`src/rtl/gc_server_pkg.sv`:
```
// Shared constants for the global counter server and its requesters.
package gc_server_pkg;

    localparam int unsigned N_CORE    = 4;
    localparam int unsigned GC_WIDTH  = 16;
    localparam int unsigned ROB_WIDTH = 6;

endpackage : gc_server_pkg

```
`src/rtl/gc_server_rr_arbiter.sv`:
```
// Combinational round-robin arbiter: grants the first request at or after ptr.
module rr_arbiter #(
    parameter int unsigned N   = 4,
    parameter int unsigned IDW = (N > 1) ? $clog2(N) : 1
) (
    input  logic [N-1:0]   req,
    input  logic [IDW-1:0] ptr,
    input  logic           enable,
    output logic [N-1:0]   gnt,
    output logic [IDW-1:0] gnt_id,
    output logic           any
);

    int unsigned idx;

    always_comb begin
        gnt    = '0;
        gnt_id = '0;
        any    = 1'b0;
        idx    = 0;
        if (enable) begin
            for (int unsigned k = 0; k < N; k++) begin
                idx = (32'(ptr) + k) % N;
                if (!any && req[idx]) begin
                    gnt[idx] = 1'b1;
                    gnt_id   = IDW'(idx);
                    any      = 1'b1;
                end
            end
        end
    end

endmodule : rr_arbiter

```
`src/rtl/gc_server.sv`:
```
// Global counter owner: hands out one gc value per cycle to round-robin requesters.
module gc_server #(
    parameter int unsigned N_CORE = gc_server_pkg::N_CORE,
    parameter int unsigned IDW    = (N_CORE > 1) ? $clog2(N_CORE) : 1
) (
    input  logic                                 clk,
    input  logic                                 reset,
    input  logic [N_CORE-1:0]                    req_valid,
    output logic [N_CORE-1:0]                    req_ready,
    output logic [gc_server_pkg::GC_WIDTH-1:0]   gc,
    input  logic                                 set_valid,
    input  logic [gc_server_pkg::GC_WIDTH-1:0]   set_value,
    output logic                                 grant_valid,
    output logic [IDW-1:0]                       grant_id
);

    import gc_server_pkg::*;

    logic [IDW-1:0]      ptr;
    logic [IDW-1:0]      ptr_d;
    logic [GC_WIDTH-1:0] gc_d;

    // Set and reset both suppress the same-cycle grant.
    rr_arbiter #(
        .N   (N_CORE),
        .IDW (IDW)
    ) u_arb (
        .req    (req_valid),
        .ptr    (ptr),
        .enable (!set_valid && !reset),
        .gnt    (req_ready),
        .gnt_id (grant_id),
        .any    (grant_valid)
    );

    always_comb begin
        gc_d  = gc;
        ptr_d = ptr;
        if (set_valid) begin
            gc_d = set_value;
        end else if (grant_valid) begin
            gc_d  = gc + GC_WIDTH'(1);
            ptr_d = (32'(grant_id) == N_CORE - 1) ? '0 : grant_id + IDW'(1);
        end
    end

    always_ff @(posedge clk) begin
        if (reset) begin
            gc  <= '0;
            ptr <= '0;
        end else begin
            gc  <= gc_d;
            ptr <= ptr_d;
        end
    end

endmodule : gc_server
```
`config.mk`:
```
export PLATFORM = sky130hd
export DESIGN_NAME = gc_server
export DESIGN_NICKNAME = d
export VERILOG_FILES = /design/src/rtl/gc_server_pkg.sv /design/src/rtl/gc_server_rr_arbiter.sv /design/src/rtl/gc_server.sv
export SDC_FILE = /design/constraint.sdc
export NUM_CORES = 1
export LEC_CHECK = 0
export ABC_AREA = 1
export BUFFER_PORTS_ARGS = -buffer_cell sky130_fd_sc_hd__buf_2
export CAP_MARGIN = 10
export CORE_MARGIN = 10
export CORE_UTILIZATION = 57
export DETAILED_ROUTE_END_ITERATION = 8
export PLACE_DENSITY = 0.92
export SYNTH_ARGS = -nofsm -noshare
export SYNTH_HDL_FRONTEND = slang
export SYNTH_SLANG_ARGS = --single-unit
```
`constraint.sdc`:
```
create_clock -name clk -period 3.82 [get_ports clk]
set_clock_uncertainty 0.1 [all_clocks]
set_input_delay 0.764 -clock clk [delete_from_list [all_inputs] [get_ports clk]]
set_output_delay 0.764 -clock clk [all_outputs]
set_load 0.005 [all_outputs]
```
==> Yosys cells after proc, flatten, opt, wreduce, memory -nomap -nowiden <==
Cells that the tools add are included.
{ "totals": {"ff_bits": 18, "rom_bits": 0, "memories": 0, "in_bits": 23, "ramBits": 0, "latchBits": 0, "wordCells": 75} }
{ "classes": {"eq_ne": 1, "multipliers": 0, "addsub": 5, "div_mod_pow": 0, "n_lt_le_gt_ge": 8, "n_reduce_logical": 15, "muxes": 40, "n_bitwise": 4, "shift": 0} }
{ "op_table": {"columns": ["cell", "n"], "rows": [
  ["16-bit two-way mux", 2],
  ["4-bit two-way mux", 8],
  ["16-bit by 1-bit adder with 16-bit output, second input constant", 1],
  ["1-bit two-way mux", 16],
  ["2-bit by 3-bit < comparator with 1-bit output, second input constant", 4],
  ["2-bit two-way mux", 6],
  ["4-bit OR", 3],
  ["1-bit binary-select mux with 2-bit select", 4],
  ["1-bit demux with 2-bit select", 4],
  ["2-bit by 1-bit >= comparator with 1-bit output, second input constant", 4],
  ["1-bit logical AND", 8],
  ["1-bit logical NOT", 5],
  ["2-bit by 1-bit adder with 2-bit output, second input constant", 2],
  ["2-bit adder, second input constant", 2],
  ["2-bit == test, second input constant", 1],
  ["2-bit AND reduction", 1],
  ["2-bit nonzero test", 1],
  ["1-bit inverter", 1]
]} }

==> Longest topological paths before layout <==
Gate-level depths: netlist (run 1).
{ "depth": {"depth_word": 18, "mapped_depth": 15, "mapped_depth_nobuf": 14} }

==> Modules after synthesis <==
Synthesis (run 1) repeated with hierarchy kept, for this count alone.
{ "unflattened": {"hier_cells": 246, "area_unflattened_um2": 1655.3} }
{ "by_module_without_submodules": {"columns": ["module", "seq_area_each_um2", "area_each_um2", "n_inst", "cells_each"], "rows": [
  ["gc_server", 360.3, 1114.8, 1, 156],
  ["rr_arbiter", 0.0, 540.5, 1, 90]
]} }

==> Worst setup path before layout (run 1) <==
No wires, ideal clock.
{ "synth_timing": {"path_kind": "register to output", "startpoint": "register ptr[1]", "endpoint": "output req_ready[2]", "stages_incl_launch_ff": 13, "path_buffers": 0, "path_slack_ns": 1.193, "t_arrival_ns": 1.763, "cell_sequence": "dfxtp_1 > inv_1 > ha_1 > inv_1 > nand3_1 > nand2_2 > nor2_2 > inv_1 > o22ai_1 > nor2_1 > o21ai_0 > nand2_1 > inv_1"} }
{ "synth_via": {"elab_chain_len": 16, "word_cells_on_any_way": 54} }
{ "synth_rtl": {"columns": ["element", "line", "text"], "rows": [
  ["from (decl)", "gc_server.sv:19", "logic [IDW-1:0] ptr;"],
  ["from (signal assigned)", "gc_server.sv:53", "ptr <= ptr_d;"],
  ["parallel branches: the longest is 14 deep, another holds 2-bit by 3-bit < comparator with 1-bit output", null, null],
  ["4-bit two-way mux *", "gc_server_rr_arbiter.sv:24", "if (!any && req[idx]) begin"],
  ["4-bit two-way mux *", "gc_server_rr_arbiter.sv:21", "if (enable) begin"],
  ["to (decl)", "gc_server.sv:9", "output logic [N_CORE-1:0] req_ready,"]
]} }
Every way passes the cells marked *. The select of a mux whose other input is x is not followed.

==> Worst setup path in the final report (run 1) <==
{ "layout_timing": {"startpoint": "register ptr[1]", "endpoint": "output req_ready[3]"} }
Same word-level chain as after synthesis.

==> results of run 1 <==
==> sequential cells by signal, indices dropped and copies added (netlist names) <==
| register | cells |
|---|---|
| gc | 16 |
| ptr | 2 |
==> worst max-delay path by stage <==
stage / end / slack, ps / cells past startpoint
2_1_floorplan: req_ready[2] / 1190 / 12
3_3_place_gp: grant_valid / 950 / 5
3_5_place_dp: req_ready[3] / 890 / 13
4_1_cts: req_ready[3] / 550 / 12
5_1_grt: req_ready[2] / 290 / 13
6_report: req_ready[3] / 520 / 12
==> layout make-up <==
cell class,instances,area share
Clock buffer,3,0.0114
Inverter,42,0.0858
Timing Repair Buffer,46,0.117
Tap cell,31,0.0196
Multi-Input combinational cell,211,0.584
Sequential cell,18,0.182
==> cell usage after synthesis (all sizes together) <==
library cell   n
nand2         63
nor2          45
inv           41
nand3         25
o21ai         25
dfxtp         18
a21oi         10
ha             9
nand4          9
nor3           9
xor2           6
buf            4
clkbuf         3
a22oi          2
o22ai          2
or2            2
a21boi         1
clkinv         1
nor4           1
o31ai          1
xnor2          1
==> per-layer routing <==
layer  vias to the layer above  global-route usage  part of all wire
met2                        62               0.276              0.46
li1                        980                   -                 -
met1                       843               0.204              0.46
met4                         0              0.0412             0.011
met5                         -                   0                 0
met3                         7              0.0407             0.068
==> where the power goes <==
| group | switching [W] | total (W) | leakage (nW) | internal (W) |
|---|---|---|---|---|
| Combinational | 0.000290 | 0.000448 | 0.846 | 0.000157 |
| Sequential | 0.0000280 | 0.000238 | 0.149 | 0.000209 |
| Clock | 0.0000564 | 0.0000930 | 0.0138 | 0.0000367 |
==> metrics by stage <==
stage	std cells	setup slack [ps]	hold slack [ps]	instance area, um^2
CTS	351	549	431	1980
finish	351	523	430	1980
detailed placement	348	886	411	1960
floorplan	278	1190	401	1740
global route	351	288	459	1980
global placement	348	949	402	1960
==> kinds of logic after synthesis <==
logic type / count (synthesis) / synth area share
AND/OR/NAND/NOR: 154 / 0.437
buffers and inverters: 49 / 0.127
AO/OA/AOI/OAI: 41 / 0.129
flip-flops: 18 / 0.207
adder cells (fa/ha/maj): 9 / 0.0647
XOR/XNOR: 7 / 0.0353
==> worst reg2reg max path: stages (launching register included) <==
cell and delay [ps]:
dfxtp_1 520, inv_1 200, ha_1 360, inv_1 100
nand3_1 90, nand2_2 170, nand4_4 120, nand2_4 190
nand2_4 160, inv_2 190, nand2_1 90, a21oi_2 110
==> cell usage in the layout, fill, tap and decap left out, drive strengths merged <==
cell type  instances
nand4              9
nand2             63
ha                 9
nand3             25
a21oi             10
a22oi              2
nor3               9
clkinv             1
inv               41
o21ai             25
o22ai              2
a21boi             1
o31ai              1
or2                2
xor2               6
dfxtp             18
nor4               1
clkbuf             3
buf               46
xnor2              1
nor2              45
==> flow_metrics.env, run 1 <==
export IMPL_drtIter0Drc=124
export IMPL_fin_nets=354
export IMPL_io_pins=46
export IMPL_cts_max_path_buffers=2
export IMPL_path_class="reg2out"
export IMPL_drt_wl_total_mm=4.56
export IMPL_crit_chain="inv_1 > ha_1 > inv_1 > nand3_1 > nand2_2 > nand4_1 > nor2_1 > nor2_1 > o21ai_0 > nand2_1 > inv_1 > buf_2"
export IMPL_first_pass_iters=4
export IMPL_ys_warn_count=0
export IMPL_crit_buf_inv=4
export IMPL_ys_seq_area_frac=0.207
export IMPL_row_count=19
export IMPL_start_util=0.615
export IMPL_r2r_end="gc[0]"
export IMPL_syn_nets=310
export IMPL_coreArea_um2=2830
export IMPL_cpPeakStageDelay_ps=520
export IMPL_grt_overflow=0
export IMPL_min_to="gc[14]"
export IMPL_hp_start="gc[14]"
export IMPL_max_vdd_ir_drop_mv=0.277
export IMPL_grt_start_max_net_pins=20
export IMPL_multi_input_area_um2=1160
export IMPL_max_cap_viol_count=0
export IMPL_postCtsSetupRepairBufs=0
export IMPL_hpwl_mm=3.58
export IMPL_wl_per_cell_um=13.0
export IMPL_fmax_mhz=303
export IMPL_hold_class="reg2reg"
export IMPL_chipWidth_um=75.2
export IMPL_relSlewSlack=0.610
export IMPL_portBuffers=45
export IMPL_dieArea_um2=5660
export IMPL_fin_crit_ps=3300
export IMPL_syn_area_per_cell_um2=6.26
export IMPL_gr_usage_all_layers=0.164
export IMPL_min_period_over_period=0.863
export IMPL_grt_pass1_wl_mm=7.56
export IMPL_cp_top_family="simple AND/OR/NAND/NOR gates"
export IMPL_tns_ps=0
export IMPL_clock_latency_ps=290
export IMPL_ant_nets=0
export IMPL_rr_worst_depth=11
export IMPL_synth_top_area_share=0.207
export IMPL_drc_errors=0
export IMPL_power_density_nw_per_um2=392
export IMPL_gp_congestion=0.923
export IMPL_report_final_slew_viol_count=0
export IMPL_cp_required_ps=2960
export IMPL_power_w=0.000778
export IMPL_path_max_fanout=9
export IMPL_grt_pass1_vias=1697
export IMPL_r2r_start="ptr[1]"
export IMPL_yosysTopAreaCell="dfxtp_1"
export IMPL_clk_pin_slew_ps=100
export IMPL_synth_area_um2=1740
export IMPL_syn_inst=278
export IMPL_tritoncts="done"
export IMPL_cts_resized=0
export IMPL_synthToLayoutAreaGrowth_pct=14.0
export IMPL_run_status="finished clean"
export IMPL_crit_top_cell="inv_1"
export IMPL_tightest_slew_ps=582
export IMPL_cts_root_buf="clkbuf_4"
export IMPL_endpoint_kind="output port"
export IMPL_ys_ff_latch=18
export IMPL_crit_arrival_ps=2430
export IMPL_synthDistinctLibCells=35
export IMPL_final_util=0.701
export IMPL_finalHoldViolations=0
export IMPL_finalSetupViolCount=0
export IMPL_ff_latch_area_um2=360
export IMPL_via_per_inst=5.39
export IMPL_nFillCells=247
export IMPL_start_kind="flip-flop"
export IMPL_cts_inserted_buffers=3
export IMPL_rsz0062_at_grt="no"
export IMPL_num_vias=1892
export IMPL_synthTopCellsByArea="dfxtp_1, nand2_1, nor2_1"
export IMPL_worst_path_max_delay_cell="dfxtp_1"
export IMPL_crit_path_start="ptr[1]"
export IMPL_min_path_cells=2
export IMPL_postCtsHoldBufs=0
export IMPL_antenna_found_initial=0
export IMPL_worst_r2r_setup_slack_ps=1360
export IMPL_leakage_nw=1.01
export IMPL_chipHeight_um=75.2
export IMPL_htreeDepth=1
export IMPL_drive_gt1_frac=0.241
export IMPL_n_antenna_cell=0
export IMPL_clkSinkCount=18
Note: power is estimated with default switching activity, not from simulation.
==> run 2, diff against run 1 <==
--- a/config.mk
+++ b/config.mk
@@ -9,9 +9,9 @@
 export BUFFER_PORTS_ARGS = -buffer_cell sky130_fd_sc_hd__buf_2
 export CAP_MARGIN = 10
 export CORE_MARGIN = 10
-export CORE_UTILIZATION = 57
+export CORE_UTILIZATION = 35
 export DETAILED_ROUTE_END_ITERATION = 8
-export PLACE_DENSITY = 0.92
+export PLACE_DENSITY = 0.64
 export SYNTH_ARGS = -nofsm -noshare
 export SYNTH_HDL_FRONTEND = slang
 export SYNTH_SLANG_ARGS = --single-unit
==> run 2 against run 1 <==
- sequential share of layout area is 0.62 points lower
- maximum frequency is 0.94% lower
- setup slack worse by 31 ps
- final cell count is 10% higher
- die area is 45% higher
- largest cell class unchanged
- hold slack worse by 2.7 ps
- sequential power is 5% higher
- combinational power is 4.7% lower
- first-iteration DRC count is 11% higher
- power is 7.8% higher
==> flow_metrics.env, run 2 (synthesis gave the netlist of run 1 again) <==
export IMPL_clock_latency_ps=260
export IMPL_cts_max_path_buffers=2
export IMPL_drtIter0Drc=138
export IMPL_power_density_nw_per_um2=409
export IMPL_clkPwrFrac=0.191
export IMPL_cts_inserted_buffers=3
export IMPL_fin_nets=353
export IMPL_power_share_sequential=0.300
export IMPL_antenna_found_initial=0
export IMPL_htreeDepth=1
export IMPL_hold_ws_ps=427
export IMPL_endpoint_kind="output port"
export IMPL_portBuffers=45
export IMPL_fin_crit_ps=3330
export IMPL_pwr_share_comb=0.509
export IMPL_regMostFlops="gc"
export IMPL_finalSetupViolCount=0
export IMPL_gr_usage_all_layers=0.116
export IMPL_grt_pass1_vias=1767
export IMPL_clk_pin_slew_ps=70
export IMPL_drive_gt1_frac=0.241
export IMPL_num_vias=1871
export IMPL_path_max_fanout=13
export IMPL_chipWidth_um=90.5
export IMPL_finalHoldViolations=0
export IMPL_cp_required_ps=2960
export IMPL_ant_nets=0
export IMPL_grt_overflow=0
export IMPL_crit_arrival_ps=2460
export IMPL_final_common_cell="nand2_1"
export IMPL_first_pass_iters=4
export IMPL_largest_reg_flops=16
export IMPL_hpwl_mm=3.73
export IMPL_synthToLayoutAreaGrowth_pct=18.1
export IMPL_cts_resized=0
export IMPL_min_period_over_period=0.871
export IMPL_rr_worst_depth=11
export IMPL_tritoncts="done"
export IMPL_reg_top3="gc x16, ptr x2"
export IMPL_start_util=0.366
export IMPL_postCtsSetupRepairBufs=0
export IMPL_drc_errors=0
export IMPL_row_count=25
export IMPL_path_class="reg2out"
export IMPL_gp_congestion=0.875
export IMPL_hold_class="reg2reg"
export IMPL_wl_per_cell_um=12.5
export IMPL_switching_share=0.457
export IMPL_n_antenna_cell=0
export IMPL_max_vdd_ir_drop_mv=0.218
export IMPL_p_sw_w=0.000383
export IMPL_grt_pass1_wl_mm=8.25
export IMPL_grt_start_max_net_pins=20
export IMPL_rsz0062_at_grt="no"
export IMPL_run_status="finished clean"
export IMPL_io_pins=46
export IMPL_fmax_mhz=300
export IMPL_p_int_w=0.000456
export IMPL_min_path_cells=2
export IMPL_start_kind="flip-flop"
export IMPL_tightest_slew_ps=577
export IMPL_via_per_inst=4.83
export IMPL_cts_root_buf="clkbuf_8"
export IMPL_dieArea_um2=8190
export IMPL_leakage_nw=1.02
export IMPL_clkSinkCount=18
export IMPL_chipHeight_um=90.5
export IMPL_max_cap_viol_count=0
export IMPL_drt_wl_total_mm=4.83
export IMPL_layout_common_cells="nand2_1, buf_2, nor2_1"
export IMPL_tns_ps=0
export IMPL_postCtsHoldBufs=0
export IMPL_report_final_slew_viol_count=0
export IMPL_coreArea_um2=4750
export IMPL_relSlewSlack=0.614
## run 2: cell count changes in the layout (fill, tap and decap cells not counted)
cell	previous run	this run
clkbuf_8	0	4
clkbuf_4	3	0
buf_4	1	0
## run 2: path summary, 6_finish.rpt
kind	startpoint	endpoint	slack, ps
setup / recovery	ptr[0]	req_ready[2]	490
hold / removal	gc[14]	gc[14]	430
setup reg to reg	ptr[0]	gc[0]	1290
hold reg to reg	gc[14]	gc[14]	430
## run 2: power by group through the flow
| stage | Clock (W) | Combinational [W] | Sequential, W |
|---|---|---|---|
| finish | 0.000160 | 0.000427 | 0.000251 |
| global route | 0.000170 | 0.000490 | 0.000257 |
| CTS | 0.000164 | 0.000428 | 0.000251 |
| detailed placement | 0 | 0.000427 | 0.000255 |
| global placement | 0 | 0.000427 | 0.000255 |
| floorplan | 0 | 0.000342 | 0.000241 |
## run 2: critical path: stages, from the launching register on
cell and delay [ps]:
dfxtp_1 690, inv_8 110, ha_1 360, inv_1 100, nand3_1 90, nand2_2 160
nand4_1 190, nor2_1 140, nor2_1 50, o21ai_0 70, nand2_1 70, inv_1 60
buf_2 100
## run 2: layer usage
metal,global-route usage,part of all wire
met4,0.0252,0.0091
met2,0.179,0.44
met5,0,0
met1,0.153,0.49
met3,0.0349,0.059
## run 2: cell type report
class,count,area [um^2]
Sequential cell,18,360
Multi-Input combinational cell,211,1160
Fill cell,525,2700
Clock buffer,4,55.1
Inverter,42,170
Timing Repair Buffer,45,225
Tap cell,67,83.8
## run 2: metrics by stage
step	std cells	area (um^2)	power, W	utilization	setup WS (ps)
6_report	387	2050	0.000839	0.432	492
5_1_grt	387	2050	0.000917	0.432	288
4_1_cts	387	2050	0.000843	0.432	493
3_5_place_dp	383	2000	0.000683	0.420	788
3_3_place_gp	383	2000	0.000682	0.420	824
2_1_floorplan	278	1740	0.000583	-	1190
==> run 3, diff against run 2 <==
--- a/config.mk
+++ b/config.mk
@@ -11,7 +11,9 @@
 export CORE_MARGIN = 10
 export CORE_UTILIZATION = 35
 export DETAILED_ROUTE_END_ITERATION = 8
+export GPL_TIMING_DRIVEN = 0
 export PLACE_DENSITY = 0.64
 export SYNTH_ARGS = -nofsm -noshare
 export SYNTH_HDL_FRONTEND = slang
+export SYNTH_HIERARCHICAL = 1
 export SYNTH_SLANG_ARGS = --single-unit
==> run 3 against run 2 <==
- clock power about the same
- non-clock buffer count increased by 5
- hold slack improved by 25 ps
- via count decreased by 9.1%
- final cell count decreased by 11%
- global-route usage decreased by 0.078 points
- power decreased by 36%
- first-iteration DRC count decreased by 42%
- cell area decreased by 2.8%
- critical path type unchanged
==> flow_metrics.env, run 3 <==
export IMPL_coreArea_um2=4470
export IMPL_routed_top_layer="met4"
export IMPL_via_per_inst=4.92
export IMPL_ys_ff_latch=18
export IMPL_yosysTopAreaCell="dfxtp_1"
export IMPL_cp_top_family="flip-flops"
export IMPL_largest_reg_flops=16
export IMPL_relSlewSlack=0.622
export IMPL_grt_overflow=0
export IMPL_gr_usage_all_layers=0.115
export IMPL_run_status="finished clean"
export IMPL_row_count=24
export IMPL_ant_nets=0
export IMPL_synthDistinctLibCells=32
export IMPL_finalHoldViolations=0
export IMPL_grt_start_max_net_pins=12
export IMPL_wl_per_cell_um=13.1
export IMPL_synth_async_sr_flop_share=0
export IMPL_worst_path_max_delay_cell="dfxtp_1"
export IMPL_report_final_slew_viol_count=0
export IMPL_syn_nets=279
export IMPL_drtIter0Drc=80
export IMPL_first_pass_iters=4
export IMPL_dp_slack_ps=762
export IMPL_rsz0062_at_grt="no"
export IMPL_grt_pass1_wl_mm=7.39
export IMPL_fin_area_um2=2000
export IMPL_crit_buf_inv=3
export IMPL_num_vias=1701
export IMPL_drive_gt1_frac=0.299
export IMPL_gp_congestion=0.832
export IMPL_syn_area_per_cell_um2=6.73
export IMPL_syn_inst=246
export IMPL_cts_inserted_buffers=3
export IMPL_layout_common_cells="nand2_1, buf_2, inv_1"
export IMPL_cts_resized=0
export IMPL_synth_area_um2=1660
export IMPL_crit_arrival_ps=2420
export IMPL_cpPeakStageDelay_ps=570
export IMPL_max_cap_viol_count=0
export IMPL_dieArea_um2=7880
export IMPL_postCtsSetupRepairBufs=0
export IMPL_met3_length_um=287
export IMPL_htreeDepth=1
export IMPL_chipWidth_um=88.8
export IMPL_max_vdd_ir_drop_mv=0.156
export IMPL_grt_pass1_vias=1592
export IMPL_power_w=0.000533
export IMPL_synthTopCellsByArea="dfxtp_1, nand2_1, ha_1"
export IMPL_io_pins=46
export IMPL_regMostFlops="gc"
export IMPL_portBuffers=44
export IMPL_start_util=0.370
export IMPL_tightest_slew_ps=568
export IMPL_tritoncts="done"
export IMPL_hold_class="reg2reg"
export IMPL_met1Wirelength_mm=2.22
export IMPL_cp_required_ps=2960
export IMPL_synth_top_area_share=0.218
export IMPL_postCtsHoldBufs=0
export IMPL_synth_most_common_cell="nand2_1"
export IMPL_drt_wl_total_mm=4.54
export IMPL_chipHeight_um=88.8
export IMPL_cts_root_buf="clkbuf_8"
export IMPL_clkSinkCount=18
export IMPL_fmax_mhz=304
export IMPL_synthFlopType="dfxtp_1"
export IMPL_post_dp_cell_area_um2=1940
export IMPL_ys_seq_area_frac=0.218
export IMPL_tns_ps=0
export IMPL_path_max_fanout=11
export IMPL_crit_chain="inv_2 > ha_1 > inv_1 > nand3_1 > nand2_1 > nor2_2 > nand3b_1 > a21oi_1 > buf_2"
export IMPL_min_period_over_period=0.861
export IMPL_final_util=0.446
export IMPL_start_kind="flip-flop"
export IMPL_finalSetupViolCount=0
export IMPL_clock_latency_ps=260
export IMPL_hpwl_mm=3.66
export IMPL_final_common_cell="nand2_1"
export IMPL_fin_crit_ps=3290
export IMPL_route_met2_wl_mm=2.02
export IMPL_fin_nets=328
export IMPL_drc_errors=0
export IMPL_cts_max_path_buffers=2
export IMPL_n_antenna_cell=0
export IMPL_path_class="reg2out"
export IMPL_power_density_nw_per_um2=267
export IMPL_leakage_nw=1.01
export IMPL_final_setup_worst_slack_ps=532
export IMPL_clk_pin_slew_ps=70
export IMPL_antenna_found_initial=0
export IMPL_synth_edf_count=0
export IMPL_ys_warn_count=6
export IMPL_synth_commonest_cells="nand2_1, inv_1, nand3_1"
export IMPL_endpoint_kind="output port"
export IMPL_reg_top3="gc x16, ptr x2"
export IMPL_synthToLayoutAreaGrowth_pct=20.6
==> run 3: cell count changes after synthesis, moves of 3 or more <==
cell      change
nor2_1       -32
o21ai_0      -13
a22oi_1       +9
inv_1         -9
a21oi_1       +8
nand2_2       +8
nor3_1        -7
a21boi_0      +3
nor2_2        +3
==> run 3: final timing paths <==
| check | start | end | slack, ps | cells after the start |
|---|---|---|---|---|
| worst min-delay path | gc[3] | gc[3] | 450 | 2 |
| worst max-delay path | ptr[0] | grant_id[0] | 530 | 9 |
| worst max register to register | ptr[0] | gc[15] | 1040 | 13 |
| worst min register to register | gc[3] | gc[3] | 450 | 2 |
==> run 3: final cells by class <==
type	count	area [um^2]
fillers	463	2480
multi-input cells	190	1130
flip-flops and latches	18	360
repair buffers	44	220
inverters	32	120
well taps	52	65.1
clock buffers	4	55.1
plain buffers	6	40.0
==> run 3: power by group <==
| part | switching, W | total [W] | internal (W) | leakage, nW |
|---|---|---|---|---|
| clock | 0.0000701 | 0.000162 | 0.0000918 | 0.0288 |
| sequential | 0.0000186 | 0.000218 | 0.000199 | 0.148 |
| combinational | 0.0000907 | 0.000153 | 0.0000624 | 0.828 |
==> run 3: metrics by stage <==
step	instances	hold WS, ps
floorplan	246	415
global placement	342	433
detailed placement	342	445
CTS	346	453
global route	346	491
finish	346	453
==> run 3: cells by family (layout without fill, tap and decap cells) <==
kind of cell / Yosys count / after routing / synth area share
AND/OR/NAND/NOR: 124 / 124 / 0.388
AO/OA/AOI/OAI: 50 / 50 / 0.190
buffers and inverters: 38 / 86 / 0.0967
flip-flops: 18 / 18 / 0.218
adder cells (fa/ha/maj): 10 / 10 / 0.0756
XOR/XNOR: 6 / 6 / 0.0317
==> run 3: worst reg2reg max path, cell delays in order, from the launching register on <==
cell     delay (ps)
dfxtp_1         570
inv_2           210
ha_1            410
inv_1           100
nand2_2          70
nand2_2          60
nor2_4           90
nand2_1          90
o21ai_1         160
inv_1           140
nor2_2          230
buf_4           230
a22oi_1         100
a21oi_2         160
==> run 3: routing by layer <==
layer,track usage,vias to the layer above
met5,0,-
li1,-,916
met2,0.179,48
met4,0.0294,0
met3,0.0276,2
met1,0.155,735
